### src/rtl/circular_dma_mc.sv
`default_nettype none
// ============================================================================
// Module   : circular_dma_mc
// Purpose  : Merges C_NUM_CHANNELS AXI-Stream sources onto one AXI4 write
//            master, one burst at a time. Each channel fills its own circular
//            buffer and stalls rather than overwrite data that software has
//            not consumed yet (rd_ptr).
// Ports    : clk/rst            - clock, synchronous active-high reset
//            enable             - per-channel enable
//            buf_base/buf_size  - per-channel buffer placement (bytes)
//            rd_ptr / wr_ptr    - software read offset / committed write offset
//            fifo_occupancy     - beats waiting in each capture FIFO
//            s_axis_*           - per-channel input streams (flattened)
//            irq / err          - burst-done pulse / sticky bad-bresp flag
//            m_axi_aw*/w*/b*    - AXI4 write master
// Revision : 1.0 - initial release
// ============================================================================
module circular_dma_mc #(
  parameter int         C_NUM_CHANNELS     = 2,
  parameter int         C_ADDR_WIDTH       = 32,
  parameter int         C_AXIS_WIDTH       = 64,
  parameter int         C_MAX_BURST        = 16,
  parameter int         C_AXIS_OCCUP_WIDTH = 16,
  parameter logic [2:0] C_VALUE_AWPROT     = 3'd0,
  parameter logic [3:0] C_VALUE_AWCACHE    = 4'b1111,
  parameter logic [3:0] C_VALUE_AWUSER     = 4'b1111
) (
  input  logic                                         clk,
  input  logic                                         rst,
  input  logic [C_NUM_CHANNELS-1:0]                    enable,
  input  logic [C_NUM_CHANNELS*C_ADDR_WIDTH-1:0]       buf_base,
  input  logic [C_NUM_CHANNELS*C_ADDR_WIDTH-1:0]       buf_size,
  input  logic [C_NUM_CHANNELS*C_ADDR_WIDTH-1:0]       rd_ptr,
  output logic [C_NUM_CHANNELS*C_ADDR_WIDTH-1:0]       wr_ptr,
  input  logic [C_NUM_CHANNELS*C_AXIS_OCCUP_WIDTH-1:0] fifo_occupancy,
  input  logic [C_NUM_CHANNELS*C_AXIS_WIDTH-1:0]       s_axis_tdata,
  input  logic [C_NUM_CHANNELS-1:0]                    s_axis_tvalid,
  output logic [C_NUM_CHANNELS-1:0]                    s_axis_tready,
  output logic [C_NUM_CHANNELS-1:0]                    irq,
  output logic [C_NUM_CHANNELS-1:0]                    err,
  output logic [C_ADDR_WIDTH-1:0]                      m_axi_awaddr,
  output logic [7:0]                                   m_axi_awlen,
  output logic [2:0]                                   m_axi_awsize,
  output logic [1:0]                                   m_axi_awburst,
  output logic [2:0]                                   m_axi_awprot,
  output logic [3:0]                                   m_axi_awcache,
  output logic [3:0]                                   m_axi_awuser,
  output logic                                         m_axi_awvalid,
  input  logic                                         m_axi_awready,
  output logic [C_AXIS_WIDTH-1:0]                      m_axi_wdata,
  output logic [C_AXIS_WIDTH/8-1:0]                    m_axi_wstrb,
  output logic                                         m_axi_wlast,
  output logic                                         m_axi_wvalid,
  input  logic                                         m_axi_wready,
  input  logic [1:0]                                   m_axi_bresp,
  input  logic                                         m_axi_bvalid,
  output logic                                         m_axi_bready
);

  localparam int N     = C_NUM_CHANNELS;
  localparam int AW    = C_ADDR_WIDTH;
  localparam int AWX   = C_ADDR_WIDTH + 1;
  localparam int DW    = C_AXIS_WIDTH;
  localparam int OW    = C_AXIS_OCCUP_WIDTH;
  localparam int BYTES = DW / 8;
  localparam int SHIFT = $clog2(BYTES);
  localparam int CH_W  = (N > 1) ? $clog2(N) : 1;
  localparam int CW    = (AWX > OW) ? AWX : OW;
  localparam int LEN_W = 9;

  localparam logic [AWX-1:0] BYTES_X = AWX'(BYTES);
  localparam logic [AWX-1:0] MAX_X   = AWX'(C_MAX_BURST);
  localparam logic [AWX-1:0] MASK_X  = AWX'(C_MAX_BURST - 1);

  localparam logic [2:0] S_IDLE = 3'd0;
  localparam logic [2:0] S_ARB  = 3'd1;
  localparam logic [2:0] S_ADDR = 3'd2;
  localparam logic [2:0] S_DATA = 3'd3;
  localparam logic [2:0] S_RESP = 3'd4;

  logic [2:0]       r_state;
  logic [CH_W-1:0]  r_sel;
  logic [CH_W-1:0]  r_last;
  logic [N-1:0]     r_elig;
  logic [AW-1:0]    r_awaddr;
  logic [7:0]       r_awlen;
  logic [7:0]       r_beat;
  logic [N-1:0]     r_irq;
  logic [N-1:0]     r_err;
  logic [AW-1:0]    r_wr [N];

  logic [AW-1:0]    w_base [N];
  logic [AW-1:0]    w_size [N];
  logic [LEN_W-1:0] w_len  [N];
  logic [N-1:0]     w_elig;
  logic [CH_W-1:0]  w_grant;
  logic [CH_W-1:0]  w_owner;
  logic             w_busy;
  logic             w_wvalid;
  logic [AWX-1:0]   w_sum;
  logic [AWX-1:0]   w_next;

  // Per-channel free space, burst length candidate and eligibility.
  for (genvar i = 0; i < N; i++) begin : g_chan
    logic [AWX-1:0] rd_x, wr_x, size_x, free_bytes, free_beats, room;
    logic [CW-1:0]  occ_c, free_c, room_c, min_fr, len_c;

    assign w_base[i] = buf_base[i*AW +: AW];
    assign w_size[i] = buf_size[i*AW +: AW];
    assign rd_x      = {1'b0, rd_ptr[i*AW +: AW]};
    assign wr_x      = {1'b0, r_wr[i]};
    assign size_x    = {1'b0, w_size[i]};

    // One beat always stays empty, so rd == wr reads as "size - B" free.
    assign free_bytes = (rd_x > wr_x) ? (rd_x - wr_x - BYTES_X)
                                      : (rd_x + size_x - wr_x - BYTES_X);
    assign free_beats = free_bytes >> SHIFT;
    // Beats left before the next C_MAX_BURST-aligned boundary; buffer ends
    // and 4 KB pages both sit on such boundaries.
    assign room       = MAX_X - ((wr_x >> SHIFT) & MASK_X);

    assign occ_c  = CW'(fifo_occupancy[i*OW +: OW]);
    assign free_c = CW'(free_beats);
    assign room_c = CW'(room);
    assign min_fr = (free_c < room_c) ? free_c : room_c;
    assign len_c  = (occ_c < min_fr) ? occ_c : min_fr;
    assign w_len[i] = LEN_W'(len_c);

    assign w_elig[i] = enable[i] && (occ_c != '0) && (free_beats != '0);

    assign wr_ptr[i*AW +: AW] = r_wr[i];
    assign s_axis_tready[i]   = (r_state == S_DATA) && (r_sel == CH_W'(i))
                                && m_axi_wready;
  end

  // Round-robin over the mask captured in IDLE, starting after last grant.
  always_comb begin
    int  idx;
    logic found;
    idx     = 0;
    found   = 1'b0;
    w_grant = '0;
    for (int k = 1; k <= N; k++) begin
      idx = int'(r_last) + k;
      if (idx >= N) idx = idx - N;
      if (!found && r_elig[idx]) begin
        found   = 1'b1;
        w_grant = CH_W'(idx);
      end
    end
  end

  assign w_busy   = (r_state != S_IDLE);
  assign w_owner  = (r_state == S_ARB) ? w_grant : r_sel;
  assign w_wvalid = (r_state == S_DATA) && s_axis_tvalid[r_sel];

  // Committed pointer after the current burst, wrapped to the buffer start.
  assign w_sum  = {1'b0, r_wr[r_sel]} + ((AWX'(r_awlen) + AWX'(1)) << SHIFT);
  assign w_next = (w_sum >= {1'b0, w_size[r_sel]}) ? (w_sum - {1'b0, w_size[r_sel]})
                                                   : w_sum;

  always_ff @(posedge clk) begin
    if (rst) begin
      r_state  <= S_IDLE;
      r_sel    <= '0;
      r_last   <= CH_W'(N - 1);
      r_elig   <= '0;
      r_awaddr <= '0;
      r_awlen  <= '0;
      r_beat   <= '0;
      r_irq    <= '0;
      r_err    <= '0;
      for (int i = 0; i < N; i++) r_wr[i] <= '0;
    end else begin
      r_irq <= '0;
      for (int i = 0; i < N; i++) begin
        if (!enable[i] && !(w_busy && (w_owner == CH_W'(i)))) r_wr[i] <= '0;
      end
      case (r_state)
        S_IDLE: begin
          if (|w_elig) begin
            r_elig  <= w_elig;
            r_state <= S_ARB;
          end
        end
        S_ARB: begin
          r_sel    <= w_grant;
          r_last   <= w_grant;
          r_awaddr <= w_base[w_grant] + r_wr[w_grant];
          r_awlen  <= 8'(w_len[w_grant] - LEN_W'(1));
          r_state  <= S_ADDR;
        end
        S_ADDR: begin
          if (m_axi_awready) begin
            r_beat  <= '0;
            r_state <= S_DATA;
          end
        end
        S_DATA: begin
          if (w_wvalid && m_axi_wready) begin
            if (r_beat == r_awlen) r_state <= S_RESP;
            else                   r_beat  <= r_beat + 8'd1;
          end
        end
        S_RESP: begin
          if (m_axi_bvalid) begin
            r_wr[r_sel]  <= w_next[AW-1:0];
            r_irq[r_sel] <= 1'b1;
            if (m_axi_bresp != 2'b00) r_err[r_sel] <= 1'b1;
            r_state      <= S_IDLE;
          end
        end
        default: r_state <= S_IDLE;
      endcase
    end
  end

  assign irq           = r_irq;
  assign err           = r_err;
  assign m_axi_awaddr  = r_awaddr;
  assign m_axi_awlen   = r_awlen;
  assign m_axi_awsize  = 3'(SHIFT);
  assign m_axi_awburst = 2'b01;
  assign m_axi_awprot  = C_VALUE_AWPROT;
  assign m_axi_awcache = C_VALUE_AWCACHE;
  assign m_axi_awuser  = C_VALUE_AWUSER;
  assign m_axi_awvalid = (r_state == S_ADDR);
  assign m_axi_wdata   = s_axis_tdata[r_sel*DW +: DW];
  assign m_axi_wstrb   = '1;
  assign m_axi_wlast   = (r_state == S_DATA) && (r_beat == r_awlen);
  assign m_axi_wvalid  = w_wvalid;
  assign m_axi_bready  = (r_state == S_RESP);

endmodule
`default_nettype wire

### config.mk
export PLATFORM = sky130hd
export DESIGN_NAME = circular_dma_mc
export DESIGN_NICKNAME = d
export VERILOG_FILES = /design/src/rtl/circular_dma_mc.sv
export SDC_FILE = /design/constraint.sdc
export NUM_CORES = 1
export LEC_CHECK = 0
export ABC_AREA = 1
export CAP_MARGIN = 20
export CORE_ASPECT_RATIO = 1.2
export CORE_MARGIN = 2
export CORE_UTILIZATION = 25
export DETAILED_ROUTE_END_ITERATION = 8
export PLACE_DENSITY = 0.44
export SLEW_MARGIN = 0
export SYNTH_ARGS = -nofsm -noshare
export SYNTH_HDL_FRONTEND = slang
export SYNTH_SLANG_ARGS = --single-unit
### constraint.sdc
create_clock -name clk -period 8.84 [get_ports clk]
set_input_delay 1.326 -clock clk [delete_from_list [all_inputs] [get_ports clk]]
set_output_delay 1.326 -clock clk [all_outputs]
set_load 0.01 [all_outputs]
Yosys cells after proc, flatten, opt, wreduce, memory -nomap -nowiden:

Memory sizes are Yosys's and may differ from the RTL's. A register that Yosys moved wholly into a read port is not among the register bits.
Cells that the tools add are included.

* logic and storage cells: 161
* RAM bits: 64
* memories: 1
* bits of input ports: 363
* output and inout bits: 202
* register bits after elaboration: 59

Memories
* r_wr: depth 2, bits a word 32, read ports 4, clocked after memory_dff 1, wr ports 3, line 90 `logic [AW-1:0] r_wr [N];`

* $lt $le $gt $ge: 15
* shifts and indexed selects: 1
* bitwise operators: 9
* add/sub/neg operators: 22
* reduce and logical (&&, ||, !) cells: 36
* equality and inequality tests: 11
* mux-type cells: 57

Operator list (number)
* $mux 32: 11
* $mux 33: 4
* $reduce_bool 33->1: 4
* $sub 33x4->33 const B: 4
* $shiftx 128x8->64: 1
* $add 32x32->33: 2
* $lt 16x33->1: 2
* $lt 30x33->1: 2
* $sub 32x32->33: 2
* $sub 33x32->33: 2
* $gt 32x32->1: 2
* $lt 32x3->1 const B: 2
* $mux 8: 8
* $add 32x12->33: 1
* $ge 33x32->1: 1
* $add 32x32->32: 1
* $sub 32x32->32: 1
* $mux 1: 26
* $logic_and 1x1->1: 17
* $pmux 8 s2: 1
* $mux 3: 5
* $pmux 3 s5: 1
* $sub 5x4->6 const A: 2
* $ne 2x2->1 const B: 5
* other kinds (31): 44

Logic depth before layout (Yosys ltp):

Gate-level depths: netlist of the first run.

* word-level depth: 19
* mapped depth: 51
* mapped depth without buffers: 49

Least setup slack after synthesis of the first run:

OpenSTA, ideal clock, no wires.

* path type: register to register
* from: reg r_sel
* to: mem r_wr[0][27] (netlist bit), data pin
* path slack: 2.161 ns
* path buffers: 8
* stages on the path, launching flop included: 38
* library setup time: 0.266 ns
* required time: 8.574 ns
* period minus slack after synthesis: 6.679 ns
* arrival time: 6.413 ns
* path through: dfxtp_1 clkbuf_1 clkbuf_1 clkbuf_1 clkbuf_1 clkbuf_1 clkbuf_1 clkbuf_1 nand2_1 o21ai_0 ha_1 inv_1 fa_1 o21ai_0 a21oi_1 o21bai_1 a21oi_1 o21bai_1 [2 not listed] nand2_1 nor2_1 nand2_1 nor3_2 nand4_1 nor4_1 xor2_1 inv_1 ha_1 nand4_1 nor3_1 a41oi_1 o31a_1 nand2_2 buf_4 or2_1 o21ai_1 nor2_1

RTL lines
* from (decl): line 82 `logic [CH_W-1:0] r_sel;`
* from (signal assigned): line 187 `r_sel <= w_grant;`
* to (decl): line 90

Worst setup path in the final report of the first run:

* from: in buf_size[2]
* to: reg r_awlen[2] (netlist: m_axi_awlen[2])

* longest elaborated chain between the ends: 12

Ends and longest elaborated chain
* from (decl): line 32 `input logic [C_NUM_CHANNELS*C_ADDR_WIDTH-1:0] buf_size,`
* $add 32x32->33 (*): line 116 `: (rd_x + size_x - wr_x - BYTES_X);`
* $sub 33x32->33 (*): line 116
* $sub 33x4->33 (*): line 116
* $mux 33 (*): line 115 `assign free_bytes = (rd_x > wr_x) ? (rd_x - wr_x - BYTES_X)`
* $lt 30x33->1: line 125 `assign min_fr = (free_c < room_c) ? free_c : room_c;`
* $mux 33 (*): line 125
* $lt 16x33->1: line 126 `assign len_c = (occ_c < min_fr) ? occ_c : min_fr;`
* $mux 8 (*): line 126
* $mux 8 (not written as such) (*) (3 in series): line 190 `r_awlen <= 8'(w_len[w_grant] - LEN_W'(1));`
* $sub 8x1->8 (*): line 190
* to (signal assigned): line 190
* to (decl): line 86 `logic [7:0] r_awlen;`

Every way passes the cells marked *; elsewhere a longest branch is shown, timed or not. The select of a mux whose other input is x is not followed.
A chain may end at the register's enable or synchronous reset.

==> summary.md, run 1 <==
| Metric | Value |
|---|---|
| Power per cell area | 244 nW/µm² |
| Max-cap violation count | 0 |
| FF+latch count, synth | 123 |
| Yosys cell types | between 60 and 70 |
| Critical path's top delay family | simple AND/OR/NAND/NOR gates |
| Full die area | roughly 120,000 µm² |
| Mux share of post-synthesis cell area | 0.00210 |
| Placed cell area | 35,700 µm² |
| Post-synth EDFFs | 64 |
| Sequential share of power | 0.112 |
| Nets@finish | approximately 6,200 |
| Fmax achieved | 0.132 GHz |
| First-pass GRT wire length | 203,000 µm |
| Async SR Flop Fraction | 0 |
| Most used DFF post-synth | edfxtp_1 |
| Met1 Use GR | 0.299 |
| Sw power | between 5 and 6 mW |
| Status | completed |
| Setup TNS | 0 ns |
| Sw frac | 0.581 |
| Vias per cell | approximately 4.6 |
| Area fraction of the dominant cell type after synthesis | 0.203 |
| Required @ worst endpoint | 9.20 ns |
| Max Slew Vio Count | 0 |
| P_int | about 3.7 mW |
| CP peak stage delay | 0.67 ns |
| Clock share of power | 0.080 |
| Multi-input logic area | roughly 21,000 µm² |
| Total GRT Usage | 0.235 |
| Setup-failing EPs final | 0 |
| Most Crowded Layer GR | met2 |
| Boundary Pins | ~570 |
| Slew @ Worst Pin | ~1.1 ns |
| Routed len/inst | 20.5 µm |
| VDD IR max | 162 µV |
| RD Place Congestion | approximately 0.96 |
| Root buffer cell | clkbuf_16 |
| Most used cell, CP | nand2_1 |
| Grt total ovfl | 0 |
| CP Max Fanout | 9 |
| Cts bufs inserted | 17 |
| Final Skew | around 0.018 ns |
| Crit path max-delay cell type | clkdlybuf4s50_1 |
| Cells resized by post-CTS repair | 0 |
| Post-CTS Setup Bufs | 0 |
| CTS HTree Levels | 4 |
| Simple-gate area share of the yosys netlist | 0.347 |
| Final period util | 0.858 |
| Num Clock Sinks | 123 |
| Fin crit period | between 7 and 8 ns |
| Logic pwr share | 0.808 |
| Synth area leader | nand2_1 |
| Top post-synthesis cells by area | nand2_1 20%, ha_1 18%, inv_1 12%, edfxtp_1 6.7%, nor2_1 4.8% |
| Vias in the first global route | slightly above 30,000 |
| Synth Area in XOR/XNOR | 0.0456 |
| Final wirelength | 141,000 µm |
| FF/Latch Area | roughly 3100 µm² |
| Gate count after technology mapping | approximately 4,800 |
| Avg Synthesized Cell Area | roughly 5.9 µm² |
| Adder-Cell Fraction of Synth Area | 0.229 |
| Slew HR | 0.294 |
| Worst Hold Class | register to register |
| Reg clk slew, reported paths | around 0.070 ns |
| Setup CP Type | input pin to register |
| Power, Total | 8.87 mW |
| Seq/Total Area, Yosys | 0.108 |
| Clock Tree Buf Depth | 2 |
| Met2 Use GR | 0.417 |
| Post-Layout Inst Area | between 30,000 and 40,000 µm² |
| Largest family of logic cells by synthesized area | simple AND/OR/NAND/NOR gates |
| Final hold viol count | 0 |
| Later-pin clock latency in the skew report | around 0.46 ns |
| Share of layout cells above drive strength 1 | 0.0371 |
| Buf/Inv on CP | 3 |
| Hold buffer count at CTS | 0 |
| CTS tree | built |
| Total number of vias | about 31,000 |
| PnR worst setup slack | 1.26 ns |
| Met3 Use GR | 0.0180 |
| Worst Path Arrival | 7.94 ns |
| CORE AREA | approximately 110,000 µm² |
| Synth Area in Compound Gates | 0.119 |
| Effective utilization at floorplan | 0.253 |
| Port-buffer cells | between 500 and 600 |
| YS warnings | 0 |
| FP Rows | 135 |
| Die H | between 300 and 400 µm |
| Initial antenna violation count | 16 |
| Area of the mapped netlist | 28,600 µm² |
| CP Launch Type | input pin |
| Antenna viol nets, final | 0 |
| Initial DRC count | between 1,500 and 2,000 |
| Area growth syn-to-layout | 27.0% |
| Pin count of the biggest net entering global routing | 89 |
| HPWL Detailed | between 100,000 and 150,000 µm |
| Die Wd | around 310 µm |
| RSZ-0062 raised after global routing | no |
| DR pass1 iterations | 5 |
| Worst slack at placement | 0.888 ns |
| P_leak | around 19 nW |
| Worst setup EP type | register |
| Fill cells | 12,819 |
| DR DRC count | 0 |
-- per-layer routing --
layer	share of wire	vias to the layer above	wire length (µm)
li1	-	16044	-
met1	0.44	14408	62400
met2	0.49	709	69900
met3	0.035	123	4960
met4	0.028	4	4010
met5	0.00019	-	27
-- Yosys cell counts, types with 39 or more instances --
| master | n |
|---|---|
| a21oi_1 | 238 |
| edfxtp_1 | 64 |
| dfxtp_1 | 59 |
| clkbuf_1 | 59 |
| nand4_1 | 51 |
| nor2_1 | 364 |
| nand3_1 | 215 |
| ha_1 | 417 |
| o21bai_1 | 48 |
| nor3_1 | 39 |
| o21ai_0 | 225 |
| xor2_1 | 79 |
| nand2_1 | 1544 |
| xnor2_1 | 70 |
| inv_1 | 951 |
| fa_1 | 67 |
-- tightest hold or removal path: stages, from the launching register on --
cell and delay (ns):
dfxtp_1 0.32, a21oi_1 0.06, nand2_1 0.05
-- flip-flops by register name, indices dropped and copies added (netlist names) --
name and count:
irq 2, m_axi_awaddr 32, r_state 3, m_axi_awlen 8
r_last 1, r_beat 8, r_elig 2, r_wr 64
r_sel 1, err 2
-- power groups by stage --
| stage | combinational (mW) | sequential [mW] | clock (mW) |
|---|---|---|---|
| floorplan | 4.64 | 0.946 | 0 |
| global placement | 7.18 | 1.00 | 0 |
| detailed placement | 7.15 | 0.999 | 0 |
| CTS | 7.19 | 0.989 | 0.724 |
| global route | 7.99 | 1.01 | 0.745 |
| finish | 7.17 | 0.991 | 0.710 |
-- cell type report --
| class | instances | area share |
|---|---|---|
| Multi-Input combinational cell | 3660 | 0.591 |
| Timing Repair Buffer | 565 | 0.154 |
| Inverter | 980 | 0.101 |
| Sequential cell | 123 | 0.0855 |
| Tap cell | 1507 | 0.0519 |
| Clock buffer | 20 | 0.0132 |
| Clock inverter | 12 | 0.00279 |
| Antenna cell | 9 | 0.000620 |
-- worst paths after layout --
check            startpoint             end  slack (ns)  depth (start not counted)
max             buf_size[2]  m_axi_awlen[2]        1.26                         36
min                  r_last          r_last        0.46                          2
max reg2reg  m_axi_awlen[0]      r_wr[0][4]        1.87                         31
min reg2reg          r_last          r_last        0.46                          2
-- kinds of logic after synthesis --
| group | count (synthesis) |
|---|---|
| flip-flops | 123 |
| buffers and inverters | 1083 |
| AO/OA/AOI/OAI | 610 |
| XOR/XNOR | 149 |
| adder cells (fa/ha/maj) | 484 |
| other | 2 |
| AND/OR/NAND/NOR | 2365 |
| multiplexers | 6 |
-- cell usage in the layout, fill, tap and decap left out, types with 64 or more instances in the layout --
cell             synthesis  final
clkdlybuf4s50_1          0    540
fa_1                    67     67
inv_1                  951    950
xnor2_1                 70     70
xor2_1                  79     79
nor2_1                 364    364
nand2_1               1544   1543
edfxtp_1                64     64
a21oi_1                238    238
nand3_1                215    215
o21ai_0                225    225
ha_1                   417    417
-- per-stage QoR --
step / utilization / hold slack [ns] / std cells
finish: 0.321 / 0.461 / 6876
global route: 0.321 / 0.502 / 6876
CTS: 0.321 / 0.468 / 6867
detailed placement: 0.316 / 0.451 / 6835
global placement: 0.316 / 0.443 / 6835
floorplan: - / 0.430 / 4866
(Power assumes the default switching activity.)
==> run 2, diff against run 1 <==
- CORE_ASPECT_RATIO: 1.2 -> 1.25
- TNS_END_PERCENT: default -> 100
==> run 2 against run 1 <==
Net effect:
- clock power is 5.2% higher
- routed wire length is 1.7% higher
- combinational power hardly changed
- worst hold slack better by 0.0069 ns
- cell count is 0.58% lower
- register-to-register slack better by 0.14 ns
- critical path depth is 3 higher
- total power is 0.69% higher
- first-iteration DRC count is 5.6% higher
- global-route usage is 0.48 points higher
- die area hardly changed
- largest power group unchanged
==> summary.md, run 2 (synthesis results as in run 1) <==
| Metric | Value |
|---|---|
| Slew @ Worst Pin | 1.07 ns (was 1.06 ns) |
| Die Wd | 307 µm (was 313 µm) |
| Placed Cells | 6,794 (was 6,835) |
| R2R Path End | r_wr[1][4] (was r_wr[0][4]) |
| Share of layout cells above drive strength 1 | 0.0366 (was 0.0371) |
| Full die area | 117,000 µm² (about the same) |
| RSZ-0062 raised after global routing | no (unchanged) |
| Pin count of the biggest net entering global routing | 97 (was 89) |
| Commonest non-fill, non-tap cell in the layout | nand2_1 (unchanged) |
| CTS tree | built (unchanged) |
| Routed len/inst | 21.0 µm (was 20.5 µm) |
| Sw frac | 0.583 (was 0.581) |
| VDD IR max | 145 µV (was 162 µV) |
| P_int | 3.73 mW (was 3.72 mW) |
| P_leak | 18.8 nW (about the same) |
| HPWL Detailed | 128,000 µm (was 126,000 µm) |
| CP Launch Type | input pin (unchanged) |
| CP peak stage delay | 0.63 ns (was 0.67 ns) |
| Top reg by flops | r_wr (unchanged) |
| Root buffer cell | clkbuf_16 (unchanged) |
| Hold Path Stages | 2 (unchanged) |
| Worst Hold Class | register to register (unchanged) |
| Fill cells | 12,800 (was 12,819) |
| Grt total ovfl | 0 (unchanged) |
| Vias in the first global route | 31,246 (was 31,127) |
| Buf/Inv on CP | 2 (was 3) |
| Post-CTS Setup Bufs | 0 (unchanged) |
| CP Max Fanout | 9 (unchanged) |
| Power, Total | 8.93 mW (was 8.87 mW) |
| Num Clock Sinks | 123 (unchanged) |
| Setup-failing EPs final | 0 (unchanged) |
| Total number of vias | 31,529 (was 31,288) |
| Reg2reg start | m_axi_awlen[0] (unchanged) |
| Clock Tree Buf Depth | 2 (unchanged) |
| Clock share of power | 0.084 (was 0.080) |
| Setup CP Type | input pin to register (unchanged) |
| Sequential share of power | 0.111 (was 0.112) |
| Fmax achieved | 0.134 GHz (was 0.132 GHz) |
| Required @ worst endpoint | 9.24 ns (was 9.20 ns) |
| Slew HR | 0.286 (was 0.294) |
| Hold buffer count at CTS | 0 (unchanged) |
| Most used cell, CP | nand2_1 (unchanged) |
| Port-buffer cells | 540 (unchanged) |
| First-pass GRT wire length | 206,000 µm (was 203,000 µm) |
| Final wirelength | 144,000 µm (was 141,000 µm) |
| RD Place Congestion | 0.990 (was 0.962) |
| Boundary Pins | 565 (unchanged) |
| CTS HTree Levels | 4 (unchanged) |
| Worst hold endpoint | r_elig[0] (was r_last) |
| Final Skew | 0.0243 ns (was 0.0183 ns) |
| Worst setup EP type | register (unchanged) |
| Cells resized by post-CTS repair | 0 (unchanged) |
| Most frequent cells in the layout | 1,543 x nand2_1, 950 x inv_1, 540 x clkdlybuf4s50_1 (unchanged) |
| Min-delay src | r_elig[0] (was r_last) |
| Effective utilization at floorplan | 0.252 (was 0.253) |
| Final hold viol count | 0 (unchanged) |
| Area growth syn-to-layout | 26.8% (was 27.0%) |
| Critical path's top delay family | simple AND/OR/NAND/NOR gates (unchanged) |
| Crit path max-delay cell type | clkdlybuf4s50_1 (unchanged) |
| Worst R2R Setup Slack | 2.01 ns (was 1.87 ns) |
| Vias per cell | 4.61 (was 4.55) |
| Max-cap violation count | 0 (unchanged) |
| Max reg flops | 64 (unchanged) |
| Post-Layout Inst Area | 36,300 µm² (about the same) |
| Reg2reg path depth | 31 (unchanged) |
| DR pass1 iterations | 7 (was 5) |
| Setup TNS | 0 ns (unchanged) |
| FP Rows | 138 (was 135) |
| Placed cell area | 35,700 µm² (about the same) |
| Die H | 382 µm (was 375 µm) |
| Status | completed (unchanged) |
| Fin crit period | 7.46 ns (was 7.58 ns) |
| Final period util | 0.844 (was 0.858) |
| Sw power | 5.21 mW (was 5.15 mW) |
| DR DRC count | 0 (unchanged) |
| Antenna viol nets, final | 0 (unchanged) |
| Post-Layout Cell Count | 6,836 (was 6,876) |
| Max Slew Vio Count | 0 (unchanged) |
| Worst Path Arrival | 7.87 ns (was 7.94 ns) |
| Logic pwr share | 0.806 (was 0.808) |
| Initial antenna violation count | 17 (was 16) |
| FF/Latch Area | 3110 µm² (unchanged) |
| Total GRT Usage | 0.239 (was 0.235) |
| Multi-input logic area | 21,500 µm² (unchanged) |
| Reg clk slew, reported paths | 0.07 ns (about the same) |
| Nets@finish | 6,190 (was 6,194) |
| Power per cell area | 246 nW/µm² (was 244 nW/µm²) |
| Later-pin clock latency in the skew report | 0.48 ns (was 0.46 ns) |
| CORE AREA | 113,000 µm² (about the same) |
| Initial DRC count | 1,943 (was 1,840) |
| Cts bufs inserted | 17 (unchanged) |
==> run 2: changes by cell type in the layout (fill, tap and decap cells not counted), sizes merged <==
cell      previous run  this run
clkinvlp             1         0
inv                983       987
clkinv               8         5
diode                9        10
buf                 25        21
==> run 2: per-stage QoR <==
stage / hold WS [ns] / utilization / worst slack [ns]
2_1_floorplan: 0.430 / - / 2.16
4_1_cts: 0.467 / 0.320 / 1.44
3_5_place_dp: 0.450 / 0.314 / 0.922
6_report: 0.468 / 0.320 / 1.38
3_3_place_gp: 0.449 / 0.314 / 0.931
5_1_grt: 0.494 / 0.320 / 0.804
==> run 2: worst max path at each step <==
stage / endpoint / startpoint / slack [ns] / cells past startpoint
after floorplan: r_wr[0][27] / r_sel / 2.16 / 37
after global placement: m_axi_awlen[2] / buf_size[4] / 0.93 / 40
after detailed placement: m_axi_awlen[2] / buf_size[5] / 0.92 / 38
after CTS: m_axi_awlen[2] / buf_size[5] / 1.44 / 38
after global routing: m_axi_awlen[6] / buf_size[34] / 0.80 / 39
final: m_axi_awlen[6] / buf_size[34] / 1.38 / 39
==> run 2: metal layers <==
layer	part of all wire	vias to the layer above	global-route usage
met5	0.00033	-	0
met4	0.033	8	0.0849
met3	0.039	139	0.0208
met2	0.49	755	0.424
met1	0.44	14581	0.301
li1	-	16046	-
==> run 2: worst min-delay path, stage by stage (launching register included) <==
cell	delay, ns
dfxtp_1	0.31
nand2_1	0.06
a21oi_1	0.05
==> run 2: area by class of cell <==
| cell class | count | area share |
|---|---|---|
| Multi-Input combinational cell | 3660 | 0.591 |
| Timing Repair Buffer | 561 | 0.154 |
| Inverter | 980 | 0.101 |
| Sequential cell | 123 | 0.0856 |
| Tap cell | 1470 | 0.0507 |
| Clock buffer | 20 | 0.0135 |
| Clock inverter | 12 | 0.00310 |
| Antenna cell | 10 | 0.000690 |
==> run 2: power by group through the flow <==
stage                     combinational (mW)  clock, mW  sequential (mW)
after global placement                  7.20          0             1.00
after detailed placement                7.16          0            0.997
after global routing                    8.01      0.779             1.01
after CTS                               7.20      0.761            0.988
final                                   7.19      0.747            0.989
after floorplan                         4.64          0            0.946
